--- config.mk ---
export PLATFORM = sky130hd
export DESIGN_NAME = serial_subtractor
export DESIGN_NICKNAME = d
export VERILOG_FILES = /design/src/rtl/serial_subtractor.sv
export SDC_FILE = /design/constraint.sdc
export NUM_CORES = 1
export LEC_CHECK = 0
export ABC_AREA = 1
export CAP_MARGIN = 0
export CORE_MARGIN = 2
export CORE_UTILIZATION = 50
export CTS_CLUSTER_SIZE = 20
export DETAILED_ROUTE_END_ITERATION = 7
export PLACE_DENSITY = 0.78
export SETUP_SLACK_MARGIN = 0.02
export SLEW_MARGIN = 20
export SYNTH_ARGS = -nofsm -noshare
export SYNTH_HDL_FRONTEND = slang
export SYNTH_SLANG_ARGS = --single-unit
--- constraint.sdc ---
create_clock -name clk -period 1.9 [get_ports clk]
set_input_delay 0.285 -clock clk [delete_from_list [all_inputs] [get_ports clk]]
set_output_delay 0.285 -clock clk [all_outputs]
set_load 0.03 [all_outputs]
--- src/rtl/serial_subtractor.sv ---
// serial_subtractor
//   Bit-serial engine computing {borrow,diff} = a - b - bin (unsigned, WIDTH bits).
//   The operands are captured on an accepted start. One bit pair is then consumed
//   per clock, LSB first, through a single full-subtractor cell and a borrow flop.
//   The result registers are updated only when the final bit is produced, so
//   diff/borrow never expose a partial result.
//
// Ports
//   clk     in   1      rising-edge clock
//   rst     in   1      synchronous active-high reset
//   start   in   1      operation request, honoured only while ready=1
//   a       in   WIDTH  minuend, captured on accepted start
//   b       in   WIDTH  subtrahend, captured on accepted start
//   bin     in   1      borrow-in, captured on accepted start
//   ready   out  1      high in IDLE and DONE
//   busy    out  1      high while bits are being shifted
//   done    out  1      one-cycle pulse when diff/borrow carry a new result
//   diff    out  WIDTH  difference, held until the next result
//   borrow  out  1      borrow-out, held until the next result
//
// state | meaning
// ------+------------------------------------------------------------
// IDLE  | waiting for start; last result held
// SHIFT | one bit of the difference produced per cycle
// DONE  | result just written; done pulses; start here chains the next op
module serial_subtractor #(
  parameter int WIDTH = 4
) (
  input  logic             clk,
  input  logic             rst,
  input  logic             start,
  input  logic [WIDTH-1:0] a,
  input  logic [WIDTH-1:0] b,
  input  logic             bin,
  output logic             ready,
  output logic             busy,
  output logic             done,
  output logic [WIDTH-1:0] diff,
  output logic             borrow
);

  localparam int CW = (WIDTH > 1) ? $clog2(WIDTH) : 1;
  localparam logic [CW-1:0] LAST = CW'(WIDTH - 1);

  typedef enum logic [1:0] {
    IDLE  = 2'd0,
    SHIFT = 2'd1,
    DONE  = 2'd2
  } state_t;

  state_t state, state_nxt;

  logic [WIDTH-1:0] a_sh;
  logic [WIDTH-1:0] b_sh;
  logic [WIDTH-1:0] part;
  logic             br;
  logic [CW-1:0]    cnt;

  logic capture;
  logic last_bit;
  logic d_bit;
  logic br_nxt;

  // Full-subtractor cell on the current LSBs of the operand shift registers.
  assign d_bit  = a_sh[0] ^ b_sh[0] ^ br;
  assign br_nxt = (~a_sh[0] & b_sh[0]) | (~(a_sh[0] ^ b_sh[0]) & br);

  always_ff @(posedge clk) begin
    if (rst) state <= IDLE;
    else     state <= state_nxt;
  end

  always_comb begin
    state_nxt = state;
    ready     = 1'b0;
    busy      = 1'b0;
    done      = 1'b0;
    capture   = 1'b0;
    last_bit  = 1'b0;
    case (state)
      IDLE: begin
        ready = 1'b1;
        if (start) begin
          capture   = 1'b1;
          state_nxt = SHIFT;
        end
      end
      SHIFT: begin
        busy = 1'b1;
        if (cnt == LAST) begin
          last_bit  = 1'b1;
          state_nxt = DONE;
        end
      end
      DONE: begin
        ready = 1'b1;
        done  = 1'b1;
        if (start) begin
          capture   = 1'b1;
          state_nxt = SHIFT;
        end else begin
          state_nxt = IDLE;
        end
      end
      default: state_nxt = IDLE;
    endcase
  end

  always_ff @(posedge clk) begin
    if (rst) begin
      a_sh   <= '0;
      b_sh   <= '0;
      part   <= '0;
      br     <= 1'b0;
      cnt    <= '0;
      diff   <= '0;
      borrow <= 1'b0;
    end else if (capture) begin
      a_sh <= a;
      b_sh <= b;
      br   <= bin;
      cnt  <= '0;
    end else if (busy) begin
      a_sh <= a_sh >> 1;
      b_sh <= b_sh >> 1;
      br   <= br_nxt;
      cnt  <= cnt + 1'b1;
      // Each new bit enters at the MSB, so after WIDTH shifts bit 0 sits at the LSB.
      part <= {d_bit, part[WIDTH-1:1]};
      if (last_bit) begin
        diff   <= {d_bit, part[WIDTH-1:1]};
        borrow <= br_nxt;
      end
    end
  end

endmodule

==> flow_summary_export.csv <==
group,metric,value,unit
timing,timing.hold.ws,0.466,ns
critical_path,reg2reg_setup_slack,0.65,ns
global_route,grt_pass1_wl,2990,um
clock_network,cts_setup_buffers,0,
hold_path,worst_hold_startpoint,"part[2]",
timing,setup_repair_after_global_routing_missed_its_margin,"no",
critical_path,worst_r2r_path_depth,6,
critical_path,crit_family,"buffers and inverters",
critical_path,worstPathRequired,1.62,ns
clock_network,ctsHoldBuffers,0,
finish,nets,166,
floorplanning,die-height,47.7,um
critical_path,critical_path_data_arrival_time,1.53,ns
critical_path,worst_path_max_delay_cell,"sky130_fd_sc_hd__clkdlybuf4s50_1",
critical_path,critPathLaunchType,"register",
power,pwr-share-comb,18.2,%
timing,clock_skew,0.00576,ns
timing,finalSetupViolCount,0,
floorplanning,floorplan.die_area,2270,um^2
power,total_leakage_power,0.575,nW
timing,hold_viol,0,
routing,routed_wire_length_per_instance,10.3,um
hold_path,min_path_type,"reg -> reg",
critical_path,critical_path.n_buffers_inverters,2,
power,clkPwrFrac,24.9,%
logic_synthesis,synthCells,129,
job,cap_viol_max_count,0,
logic_synthesis,yosysSeqAreaShare,44.0,%
routing,postRouteAntennaNets,0,
logic_synthesis,cell_types_with_the_highest_counts_after_synthesis,"25 x sky130_fd_sc_hd__nand2_1, 23 x sky130_fd_sc_hd__nor2_1, 21 x sky130_fd_sc_hd__dfxtp_1",
routing,drc_errors,0,
timing,share_of_the_clock_period_used_by_the_worst_path_after_layout,95.5,%
routing,drt_iter0_drc,11,
place,post-dp-hpwl,1410,um
global_route,grt-ovfl-total,0,
finish,area_growth_from_synthesis_to_final_layout,24.1,%
floorplanning,core_area,1760,um^2
logic_synthesis,syn-cell-area,955,um^2
timing,finalMaxSlewViolations,0,
routing,vias,840,
floorplanning,floorplan.rows,15,
power,power-per-cell-area,719,nW/um^2
floorplanning,fp.dieW,47.7,um
logic_synthesis,synth_fp_nets,143,
place,gpl.final_weighted_congestion,0.878,
logic_synthesis,postSynthAreaPerCell,7.40,um^2
clock_network,clock_latency,0.30,ns
global_route,grt_pass1_vias,749,
logic_synthesis,ys_top_cells_by_area,"sky130_fd_sc_hd__dfxtp_1 44%, sky130_fd_sc_hd__nand2_1 9.8%, sky130_fd_sc_hd__nor2_1 9.0%",
hold_path,min_delay_worst_endpoint,"diff[1]",
routing,avgViaCountPerCell,4.77,
routing,drt-pass1-iter-count,5,
global_route,grt_max_degree,16,
logic_synthesis,synth_ff_type,"sky130_fd_sc_hd__dfxtp_1",
logic_synthesis,synthMostInstantiatedCell,"sky130_fd_sc_hd__nand2_1",
clock_network,tritoncts,"yes",
timing,max_freq,551,MHz
finish,antenna_cells_inserted,0,
clock_network,cts_num_sinks,21,
critical_path,longest_individual_stage_delay_on_the_worst_path,0.61,ns
clock_network,ctsLongestPathBuffers,2,
run_status,outcome,"finished clean",
critical_path,crit_path_cell_chain,"inv_2, clkdlybuf4s50_1",
logic_synthesis,synth.lib_cells_used.distinct,19,
clock_network,cts_made_buffers,3,
logic_synthesis,synthArstFlopShare,0,%
timing,setup-tns-final,0,ns
floorplanning,num_io_pins,20,
critical_path,setup.worst_path.class,"reg -> out",
power,worst_ir_drop_vdd,385,uV
critical_path,reg2reg_from,"state[0]",
timing,final.min_clock_period,1.81,ns
global_route,grt_antenna_before_repair,0,
hold_path,hold_path_depth,2,
finish,drive_above_1_share,11.3,%
routing,wl_final,1820,um
logic_synthesis,synth-edff-count,0,
timing,max_slew_margin,74.1,%
global_route,global_route.usage.total,18.8,%
power,switching_fraction_of_total_power,28.2,%
place,port_buffers,19,
logic_synthesis,ys_seq_elements,21,
logic_synthesis,yosysWarningCount,0,
critical_path,timing.rr.end,"borrow",
power,cell_internal_pwr,0.000612,W
clock_network,ctsHtreeMaxLevel,1,
clock_network,clk_root_buffer_cell,"sky130_fd_sc_hd__clkbuf_4",
critical_path,crit_path_end_kind,"output port",
logic_synthesis,synth_area_leader_cell,"sky130_fd_sc_hd__dfxtp_1",
critical_path,crit_fanout,7,
power,power.switching,0.000241,W
clock_network,clk_pin_slew,0.12,ns
power,share_seq_of_total_power,56.9,%
logic_synthesis,synth_top_area_share,44.0,%
timing,worst_pin_slew,0.388,ns
floorplanning,start_util,54.1,%
## tightest hold or removal path: cells and delay by family, from the launching register on
family / cells / cell delay (ns)
flip-flops: 1 / 0.34
AND/OR/NAND/NOR: 2 / 0.10
## final cells by class
cell class,instances,area [um^2]
clock buffer,3,22.5
clock inverter,1,5.00
fill,167,579
inverter,21,78.8
multi-input combinational,84,420
sequential,21,420
tap,25,31.3
timing repair buffer,21,206
## per-layer routing
layer	track usage, %	routed length [um]	vias up
met2	30.7	869	18
met1	23.7	860	375
li1	-	-	445
met3	3.77	71	2
met5	0	0	-
met4	9.19	15	0
## worst max-delay path by stage
stage	from	endpoint	cells after the start
after floorplan	state[0]	busy	2
after global placement	state[0]	busy	3
after detailed placement	state[0]	busy	3
after CTS	state[0]	done	2
after global routing	state[0]	ready	2
final	state[0]	ready	2
## cell usage in the layout, fill, tap and decap left out, types with 2 or more instances in the layout
master and count:
sky130_fd_sc_hd__a21oi_1 6, sky130_fd_sc_hd__nor2_1 23, sky130_fd_sc_hd__o21ai_0 10, sky130_fd_sc_hd__clkbuf_4 3
sky130_fd_sc_hd__nand2_4 2, sky130_fd_sc_hd__buf_4 2, sky130_fd_sc_hd__nand2_1 25, sky130_fd_sc_hd__inv_1 17
sky130_fd_sc_hd__nand3_1 10, sky130_fd_sc_hd__dfxtp_1 21, sky130_fd_sc_hd__inv_2 4, sky130_fd_sc_hd__clkdlybuf4s50_1 17
sky130_fd_sc_hd__nand3_2 2
## registers in the layout, indices dropped and copies added, names as in the netlist
name    flops
a_sh        4
part        3
br          1
cnt         2
borrow      1
diff        4
state       2
b_sh        4
## logic make-up after synthesis
logic type	synth area share, %
AOI/OAI and AO/OA	9.31
buffers and inverters	11.9
and+or+nand+nor	30.4
xor gates and xnor gates	0.918
DFF	44.0
adders and majority gates	3.41
## repair_timing
action | CTS | global route
gates cloned | 0 | 0
setup endpoints to repair | 1 | 1
gates resized for setup | 1 | 1
## power groups by stage
| stage | combinational (W) | clock (W) | sequential [W] |
|---|---|---|---|
| after floorplan | 0.000111 | 0 | 0.000491 |
| after detailed placement | 0.000157 | 0 | 0.000495 |
| after global routing | 0.000177 | 0.000229 | 0.000488 |
| after global placement | 0.000152 | 0 | 0.000494 |
| after CTS | 0.000156 | 0.000218 | 0.000485 |
| final | 0.000155 | 0.000212 | 0.000485 |
## per-stage QoR
step | utilization, % | setup slack (ns) | area, um^2 | power [W] | cells
floorplan | - | 0.770 | 955 | 0.000602 | 129
global placement | 65.5 | 0.287 | 1160 | 0.000646 | 172
detailed placement | 65.5 | 0.228 | 1160 | 0.000651 | 172
CTS | 67.0 | 0.0619 | 1180 | 0.000859 | 176
global route | 67.2 | 0.0399 | 1180 | 0.000894 | 176
finish | 67.2 | 0.0854 | 1180 | 0.000852 | 176
(Power assumes the default switching activity.)
